===== config.mk =====
export PLATFORM = sky130hd
export DESIGN_NAME = boot_ctrl
export DESIGN_NICKNAME = d
export VERILOG_FILES = /design/src/rtl/boot_ctrl_pkg.sv /design/src/rtl/boot_ctrl_byte_packer.sv /design/src/rtl/boot_ctrl.sv
export SDC_FILE = /design/constraint.sdc
export NUM_CORES = 1
export LEC_CHECK = 0
export ABC_AREA = 1
export ABC_CLOCK_PERIOD_IN_PS = 1900
export CAP_MARGIN = 40
export CORE_AREA = 2 2 105 82
export DETAILED_ROUTE_END_ITERATION = 12
export DIE_AREA = 0 0 107 84
export PLACE_DENSITY = 0.78
export SETUP_SLACK_MARGIN = 0.02
export SLEW_MARGIN = 20
export SYNTH_ARGS = -nofsm -noshare
export SYNTH_HDL_FRONTEND = slang
export SYNTH_SLANG_ARGS = --single-unit
export TNS_END_PERCENT = 10

===== constraint.sdc =====
create_clock -name clk -period 1.9 [get_ports clk]
set_input_delay 0.285 -clock clk [delete_from_list [all_inputs] [get_ports clk]]
set_output_delay 0.285 -clock clk [all_outputs]
set_load 0.02 [all_outputs]

===== src/rtl/boot_ctrl_pkg.sv =====
// Shared definitions for the boot/reload controller: datapath width,
// FSM state encoding and the header sanity check.
package boot_ctrl_pkg;

    localparam int CPU_WIDTH     = 32;
    localparam int BOOT_ST_WIDTH = 3;

    typedef enum logic [BOOT_ST_WIDTH-1:0] {
        BOOT_HDR  = 3'd0,
        BOOT_LOAD = 3'd1,
        BOOT_REL  = 3'd2,
        BOOT_RUN  = 3'd3,
        BOOT_ERR  = 3'd4
    } boot_st_e;

    // A word count of zero or one larger than the memory is unloadable.
    function automatic logic hdr_bad(input logic [CPU_WIDTH-1:0] n, input int depth);
        return (n == '0) || (n > CPU_WIDTH'(depth));
    endfunction

endpackage


===== src/rtl/boot_ctrl_byte_packer.sv =====
// Little-endian byte-to-word packer. The first byte of a group ends up in
// bits [7:0]. The completed word is presented combinationally together with
// word_done on the cycle the 4th byte is pushed, so the caller registers it
// on the same edge that accepts that byte.
module byte_packer
    import boot_ctrl_pkg::*;
(
    input  logic                 clk,
    input  logic                 rst,
    input  logic                 clr,
    input  logic                 push,
    input  logic [7:0]           byte_i,
    output logic [CPU_WIDTH-1:0] word,
    output logic                 word_done
);

    logic [1:0]           cnt_q;
    logic [CPU_WIDTH-1:0] sh_q;

    // New bytes enter at the top and shift down, so after four pushes the
    // first byte sits in the low lane.
    assign word      = {byte_i, sh_q[CPU_WIDTH-1:8]};
    assign word_done = push && (cnt_q == 2'd3);

    // Byte counter and shift register; clr discards any partial word.
    always_ff @(posedge clk) begin
        if (rst || clr) begin
            cnt_q <= 2'd0;
            sh_q  <= '0;
        end else if (push) begin
            cnt_q <= cnt_q + 2'd1;
            sh_q  <= word;
        end
    end

endmodule


===== src/rtl/boot_ctrl.sv =====
// Boot/reload controller: holds the core in reset, receives a length-prefixed
// byte image, writes it into instruction memory word by word, then releases
// the core after a fixed hold interval. A reload request in RUN restarts it.
module boot_ctrl
    import boot_ctrl_pkg::*;
#(
    parameter int IMEM_DEPTH = 256,
    parameter int AW         = 8,
    parameter int RST_HOLD   = 4
) (
    input  logic                 clk,
    input  logic                 rst,
    input  logic                 rx_valid,
    input  logic [7:0]           rx_data,
    output logic                 rx_ready,
    input  logic                 boot_req,
    output logic                 imem_we,
    output logic [AW-1:0]        imem_waddr,
    output logic [CPU_WIDTH-1:0] imem_wdata,
    output logic                 core_rstn,
    output logic                 busy,
    output logic                 err
);

    // Wide enough to hold the word count itself (up to IMEM_DEPTH).
    localparam int IW = $clog2(IMEM_DEPTH + 1);

    boot_st_e             state_q, state_d;
    logic [IW-1:0]        idx_q, idx_d;
    logic [IW-1:0]        nw_q, nw_d;
    logic [7:0]           hold_q, hold_d;
    logic                 we_q, we_d;
    logic [AW-1:0]        waddr_q, waddr_d;
    logic [CPU_WIDTH-1:0] wdata_q, wdata_d;
    logic                 rstn_q, rstn_d;
    logic                 busy_q, busy_d;
    logic                 err_q, err_d;

    logic                 accept;
    logic                 pk_clr;
    logic [CPU_WIDTH-1:0] pk_word;
    logic                 pk_done;

    assign rx_ready = (state_q == BOOT_HDR) || (state_q == BOOT_LOAD);
    assign accept   = rx_valid && rx_ready;
    // Any stray partial word is dropped while the core runs, so a reload
    // always starts byte-aligned on the header.
    assign pk_clr   = (state_q == BOOT_RUN);

    byte_packer u_packer (
        .clk       (clk),
        .rst       (rst),
        .clr       (pk_clr),
        .push      (accept),
        .byte_i    (rx_data),
        .word      (pk_word),
        .word_done (pk_done)
    );

    // Next-state and next-output logic for the load sequence.
    always_comb begin
        state_d = state_q;
        idx_d   = idx_q;
        nw_d    = nw_q;
        hold_d  = hold_q;
        we_d    = 1'b0;
        waddr_d = waddr_q;
        wdata_d = wdata_q;

        case (state_q)
            BOOT_HDR: begin
                if (pk_done) begin
                    if (hdr_bad(pk_word, IMEM_DEPTH)) begin
                        state_d = BOOT_ERR;
                    end else begin
                        state_d = BOOT_LOAD;
                        idx_d   = '0;
                        nw_d    = pk_word[IW-1:0];
                    end
                end
            end
            BOOT_LOAD: begin
                if (pk_done) begin
                    we_d    = 1'b1;
                    waddr_d = AW'(idx_q);
                    wdata_d = pk_word;
                    idx_d   = idx_q + IW'(1);
                    if (idx_q == nw_q - IW'(1)) begin
                        state_d = BOOT_REL;
                        hold_d  = 8'd0;
                    end
                end
            end
            BOOT_REL: begin
                if (hold_q == 8'(RST_HOLD - 1)) begin
                    state_d = BOOT_RUN;
                end else begin
                    hold_d = hold_q + 8'd1;
                end
            end
            BOOT_RUN: begin
                if (boot_req) begin
                    state_d = BOOT_HDR;
                end
            end
            BOOT_ERR: begin
                state_d = BOOT_ERR;
            end
            default: begin
                state_d = BOOT_HDR;
            end
        endcase

        // Status outputs are registered from the next state so they line
        // up with the state they describe.
        rstn_d = (state_d == BOOT_RUN);
        busy_d = (state_d == BOOT_HDR) || (state_d == BOOT_LOAD) || (state_d == BOOT_REL);
        err_d  = err_q || (state_d == BOOT_ERR);
    end

    // State, counters and registered outputs.
    always_ff @(posedge clk) begin
        if (rst) begin
            state_q <= BOOT_HDR;
            idx_q   <= '0;
            nw_q    <= '0;
            hold_q  <= 8'd0;
            we_q    <= 1'b0;
            waddr_q <= '0;
            wdata_q <= '0;
            rstn_q  <= 1'b0;
            busy_q  <= 1'b1;
            err_q   <= 1'b0;
        end else begin
            state_q <= state_d;
            idx_q   <= idx_d;
            nw_q    <= nw_d;
            hold_q  <= hold_d;
            we_q    <= we_d;
            waddr_q <= waddr_d;
            wdata_q <= wdata_d;
            rstn_q  <= rstn_d;
            busy_q  <= busy_d;
            err_q   <= err_d;
        end
    end

    assign imem_we    = we_q;
    assign imem_waddr = waddr_q;
    assign imem_wdata = wdata_q;
    assign core_rstn  = rstn_q;
    assign busy       = busy_q;
    assign err        = err_q;

endmodule


Word-level counts from Yosys, hierarchy flattened:

Index checks and enable logic that the tools add are counted.

* reduce and logical (&&, ||, !) cells: 18
* multiplexer cells: 16
* eq/ne operators: 16
* magnitude comparators: 1
* bitwise operators: 2
* $add $sub $neg: 4

Operators with widths (count)
* > comparator 32 x 9 -> 1 bit, second input constant: 1
* logical NOT 32 bit: 1
* 2-to-1 mux 9 bit: 3
* 2-to-1 mux 8 bit: 3
* 2-to-1 mux 3 bit: 6
* case mux 9 bit (2 select lines): 1
* case mux 8 bit (2 select lines): 1
* case mux 3 bit (5 select lines): 1
* equality test 3 x 2 -> 1 bit, second input constant: 4
* adder 9 x 1 -> 9 bit, second input constant: 1
* equality test 9 bit: 1
* subtractor 9 x 1 -> 9 bit, second input constant: 1
* adder 8 x 1 -> 8 bit, second input constant: 1
* equality test 8 x 2 -> 1 bit, second input constant: 1
* != test 2 bit, second input constant: 4
* AND reduction 4 bit: 2
* equality test 3 x 1 -> 1 bit, second input constant: 2
* equality test 3 bit, second input constant: 2
* logical NOT 3 bit: 2
* logical OR 1 bit: 6
* nonzero test 2 bit: 2
* AND reduction 3 bit: 1
* adder 2 x 1 -> 2 bit, second input constant: 1
* equality test 2 bit, second input constant: 1
* other kinds (6): 8

* output and inout port bits: 45
* input bits: 12
* register bits: 107
* word-level logic and storage cells: 69

Longest topological paths before layout:

* depth in word-level cells: 9
* depth in mapped cells: 15
* mapped depth without buffers: 15

Hierarchy:

Synthesis repeated with hierarchy kept, for this count alone.

* cells, all modules: 665
* area, all modules: 4743.3 um2

By module, submodules not included
* boot_ctrl: instances 1, area an instance 3580.9 um2, sequential area each 1461.4 um2, cells each 490
* byte_packer: instances 1, area an instance 1162.4 um2, sequential area each 520.5 um2, cells each 175

Least setup slack after synthesis:

No wires, ideal clock.

* path kind: register to register
* from: reg nw_q[0]
* to: reg hold_q[7]
* clock period less this slack: 1.731 ns
* data arrival time: 1.599 ns
* stages on the path, launching flop included: 15
* required time: 1.768 ns
* setup slack: 0.169 ns
* setup time: 0.132 ns
* path buffers: 0
* path through: dfxtp_1 > inv_1 > ha_1 > inv_1 > nand2_1 > nand2_1 > nand2_1 > nor2_1 > nand3_1 > nor2_1 > nand2_1 > nand2_1 > nand3_2 > nand2_1 > a21oi_1

* word-level cells in the longest chain between the ends: 4

RTL lines
* start, declared: RTL line boot_ctrl.sv:30 `logic [IW-1:0] nw_q, nw_d;`
* start signal, assigned: RTL line boot_ctrl.sv:137 `nw_q <= nw_d;`
* subtractor 9 x 1 -> 9 bit: RTL line boot_ctrl.sv:88 `if (idx_q == nw_q - IW'(1)) begin`
* equality test 9 bit: RTL line boot_ctrl.sv:88
* != test 2 x 1 -> 1 bit (no source line)
* AND reduction 4 bit (no source line)
* end signal, assigned: RTL line boot_ctrl.sv:138 `hold_q <= hold_d;`
* end, declared: RTL line boot_ctrl.sv:31 `logic [7:0] hold_q, hold_d;`

No other way between the ends.
A chain may end at the register's enable or synchronous reset.

Worst setup path in the final report:

* from: reg nw_q[4]
* to: reg rstn_q (netlist: core_rstn)

* word-level cells in the longest chain between the ends: 6

RTL lines
* subtractor 9 x 1 -> 9 bit: RTL line boot_ctrl.sv:88
* equality test 9 bit: RTL line boot_ctrl.sv:88
* 2-to-1 mux 3 bit: RTL line boot_ctrl.sv:88
* 2-to-1 mux 3 bit: RTL line boot_ctrl.sv:83 `if (pk_done) begin`
* case mux 3 bit (5 select lines): RTL line boot_ctrl.sv:70 `case (state_q)`
* equality test 3 x 2 -> 1 bit: RTL line boot_ctrl.sv:116 `rstn_d = (state_d == BOOT_RUN);`
* end signal, assigned: RTL line boot_ctrl.sv:142 `rstn_q <= rstn_d;`
* end, declared: RTL line boot_ctrl.sv:35 `logic rstn_q, rstn_d;`

No other way between the ends.

==> key figures <==
Outcome
  • Outcome: finished clean

GRT
  • Vias in the first global route: 3801
  • Total grt overflow: 0
  • First-pass GRT wire length: 17600 µm
  • Largest net degree at the start of global routing: 39
  • GR Util All Layers: 24.2%
  • Initial antenna violation count: 0

Timing
  • Worst-Margin Slew: 436 ps
  • Worst hold slack: 462 ps
  • Slew headroom: 70.7%
  • Final hold viol count: 0
  • Clock skew: 9.27 ps
  • Period Utilization, post-route: 95.2%
  • Max Fclk: 553 MHz
  • Final setup viols: 0
  • Final setup margin: 91.2 ps
  • Fin. max-slew vios: 0
  • RSZ-0062 raised after global routing: yes
  • Crit path time final: 1810 ps

Place
  • IO Port Bufs: 56
  • Routability Congestion: 0.926
  • Worst slack at placement: -180 ps
  • Dpl hpwl: 7470 µm
  • Placed insts: 761

Yosys
  • Synthesized area per cell: 7.22 µm²
  • Post-synthesis cell count: 593
  • Synthesis-stage register bit count: 99
  • Syn_nets: 609
  • Post-synth EDFFs: 0
  • Synth warn: 0
  • Cell taking the most area after synthesis: dfxtp_1
  • Synth area leaders: dfxtp_1 46%, nand2_1 13%, a21oi_1 9.4%
  • Share of flip-flops with an asynchronous set or reset: 0%
  • Main synth FF type: dfxtp_1
  • Top-area cell type share of the netlist area: 46.3%
  • Register area share after synthesis: 46.3%
  • Synthesized area: 4280 µm²
  • Library cells used by synthesis: 33

Setup path
  • Worst Setup End Kind: register
  • CP top delay family: simple AND/OR/NAND/NOR gates
  • Combined buffer and inverter count along the critical path: 0
  • Crit path kind: register to register
  • CP dominant cell by count: nand2_1
  • Critical path required time: 2170 ps
  • Crit-path cells: nor2_1, nand2_1, nor2_1, nand2_1, nand3_1, nand2_1, nor2_1, nand2_1, nand2_2, nand4_1, and2_1
  • Critical-path top delay cell: dfxtp_1
  • Arr. time, crit path: 2080 ps
  • Worst setup SP type: register
  • Max incr delay on CP: 390 ps
  • Crit-path max FO: 5

Die
  • Die X: 107 µm
  • Initial Utilization: 52.9%
  • Core Region: 8090 µm²
  • Die area: 8990 µm²
  • Row count: 29
  • Chip height: 84 µm
  • # IOs: 57

Clock network
  • CTS hold repair buffers: 0
  • Clock sink count: 99
  • Clock tree buffer depth: 2
  • H-Tree Depth: 3
  • Worst-skew pair later-pin latency: 370 ps
  • Post-CTS Setup Bufs: 0
  • CTS tree: yes
  • Root Driver: clkbuf_8
  • CTS Buf Count: 9
  • Clock slew at reported path FFs: 100 ps

Routing
  • ANT nets after route: 0
  • Highest metal used: met4
  • Final wirelength: 10400 µm
  • Via density: 5.31
  • DR WL/cell: 13.4 µm
  • DR vias: 4129
  • Met1 Wirelength: 4980 µm
  • DRC errors left: 0
  • Wire length on met3: 540 µm
  • Initial DRC count: 241
  • Wire length on met2: 4740 µm
  • DR pass1 iterations: 5

Final layout
  • Syn-to-layout area delta: 24.7%
  • Post-layout utilization of the core: 66.0%
  • Most frequent cells in the layout: 150 x nand2_1, 97 x dfxtp_1, 80 x a21oi_1
  • Commonest non-fill, non-tap cell in the layout: nand2_1
  • Ant. Diodes: 0
  • Fin cells: 777
  • Fraction of final layout cells sized beyond drive strength 1: 11.8%
  • # fillers: 690
  • Nets: 680

Pwr
  • Net switching power figure: 1.01 mW
  • Sw frac: 27.0%
  • Tot Pwr: 3.75 mW
  • Flop pwr share: 57.5%
  • Gate power share: 8.5%
  • Leakage: 2.10 nW
  • P_int: 2.73 mW
  • Clock share of power: 34.1%
  • Power Density: 702 nW/µm²
  • Max IR drop VDD: 0.000380 V

Worst hold path
  • Worst min path class: register to register

Flow run
  • Max cap viols: 0
==> path summary, 6_finish.rpt <==
kind / to / startpoint / cells past startpoint / slack [ps]
worst max-delay path: core_rstn / nw_q[4] / 11 / 90
worst min-delay path: err / err / 2 / 460
worst max register to register: core_rstn / nw_q[4] / 11 / 90
worst min register to register: err / err / 2 / 460
==> cells by family after synthesis <==
family	count (synthesis)	share of synthesized area (%)
XOR/XNOR	5	1.02
buffers and inverters	80	7.72
AO/OA/AOI/OAI	127	15.8
adder cells (fa/ha/maj)	4	1.17
flip-flops	99	46.3
AND/OR/NAND/NOR	278	28.0
==> metrics by stage <==
step                      setup TNS, ps  cell area [µm²]
after floorplan                       0             4280
after global routing              -89.0             5340
after detailed placement          -2000             5100
after CTS                             0             5290
after global placement            -1450             5100
final                                 0             5340
==> worst min-delay path: stages (launching register included) <==
cell and delay [ps]:
dfxtp_1 320, inv_1 50, a21oi_1 50
==> flip-flops by register name, indices dropped and copies added (netlist names) <==
register	count
imem_wdata	32
u_packer.sh_q	24
idx_q	9
nw_q	9
hold_q	8
imem_waddr	8
state_q	3
u_packer.cnt_q	2
busy	1
core_rstn	1
err	1
imem_we	1
==> synthesized netlist by cell type, types with 3 or more instances <==
cell,instances
nand4_1,9
nor3_1,6
nand2_2,4
clkbuf_1,13
a211oi_1,11
nor4_1,3
nand3_2,3
inv_1,51
ha_1,4
xor2_1,4
a21oi_1,80
or2_2,3
nand3_1,27
dfxtp_1,99
nand2_1,153
o21ai_0,31
nor2_1,63
buf_2,8
==> layer usage <==
layer | up-vias | track usage, %
li1 | 2073 | -
met1 | 1921 | 33.9
met2 | 116 | 37.3
met3 | 19 | 5.70
met4 | 0 | 6.97
met5 | - | 0
==> power by group through the flow <==
stage | Sequential [mW] | Combinational, mW | Clock, mW
after global placement | 2.20 | 0.304 | 0
after detailed placement | 2.20 | 0.312 | 0
final | 2.15 | 0.317 | 1.28
after CTS | 2.15 | 0.314 | 1.31
after global routing | 2.16 | 0.349 | 1.41
after floorplan | 2.20 | 0.190 | 0
==> what timing repair did <==
action,4_1_cts,5_1_grt
hold endpoints to repair,0,0
gates resized for setup,3,16
cloned,0,0
endpoints found under the setup margin,10,16
pin swaps,1,12
==> cell type report <==
class,count,area (µm²),area share (%)
tap,108,135,2.53
inverter,55,211,3.96
clock buffer,9,124,2.32
sequential,99,1980,37.2
clock inverter,7,58.8,1.10
timing repair buffer,85,806,15.1
multi-input combinational,414,2020,37.8
(Power assumes the default switching activity.)
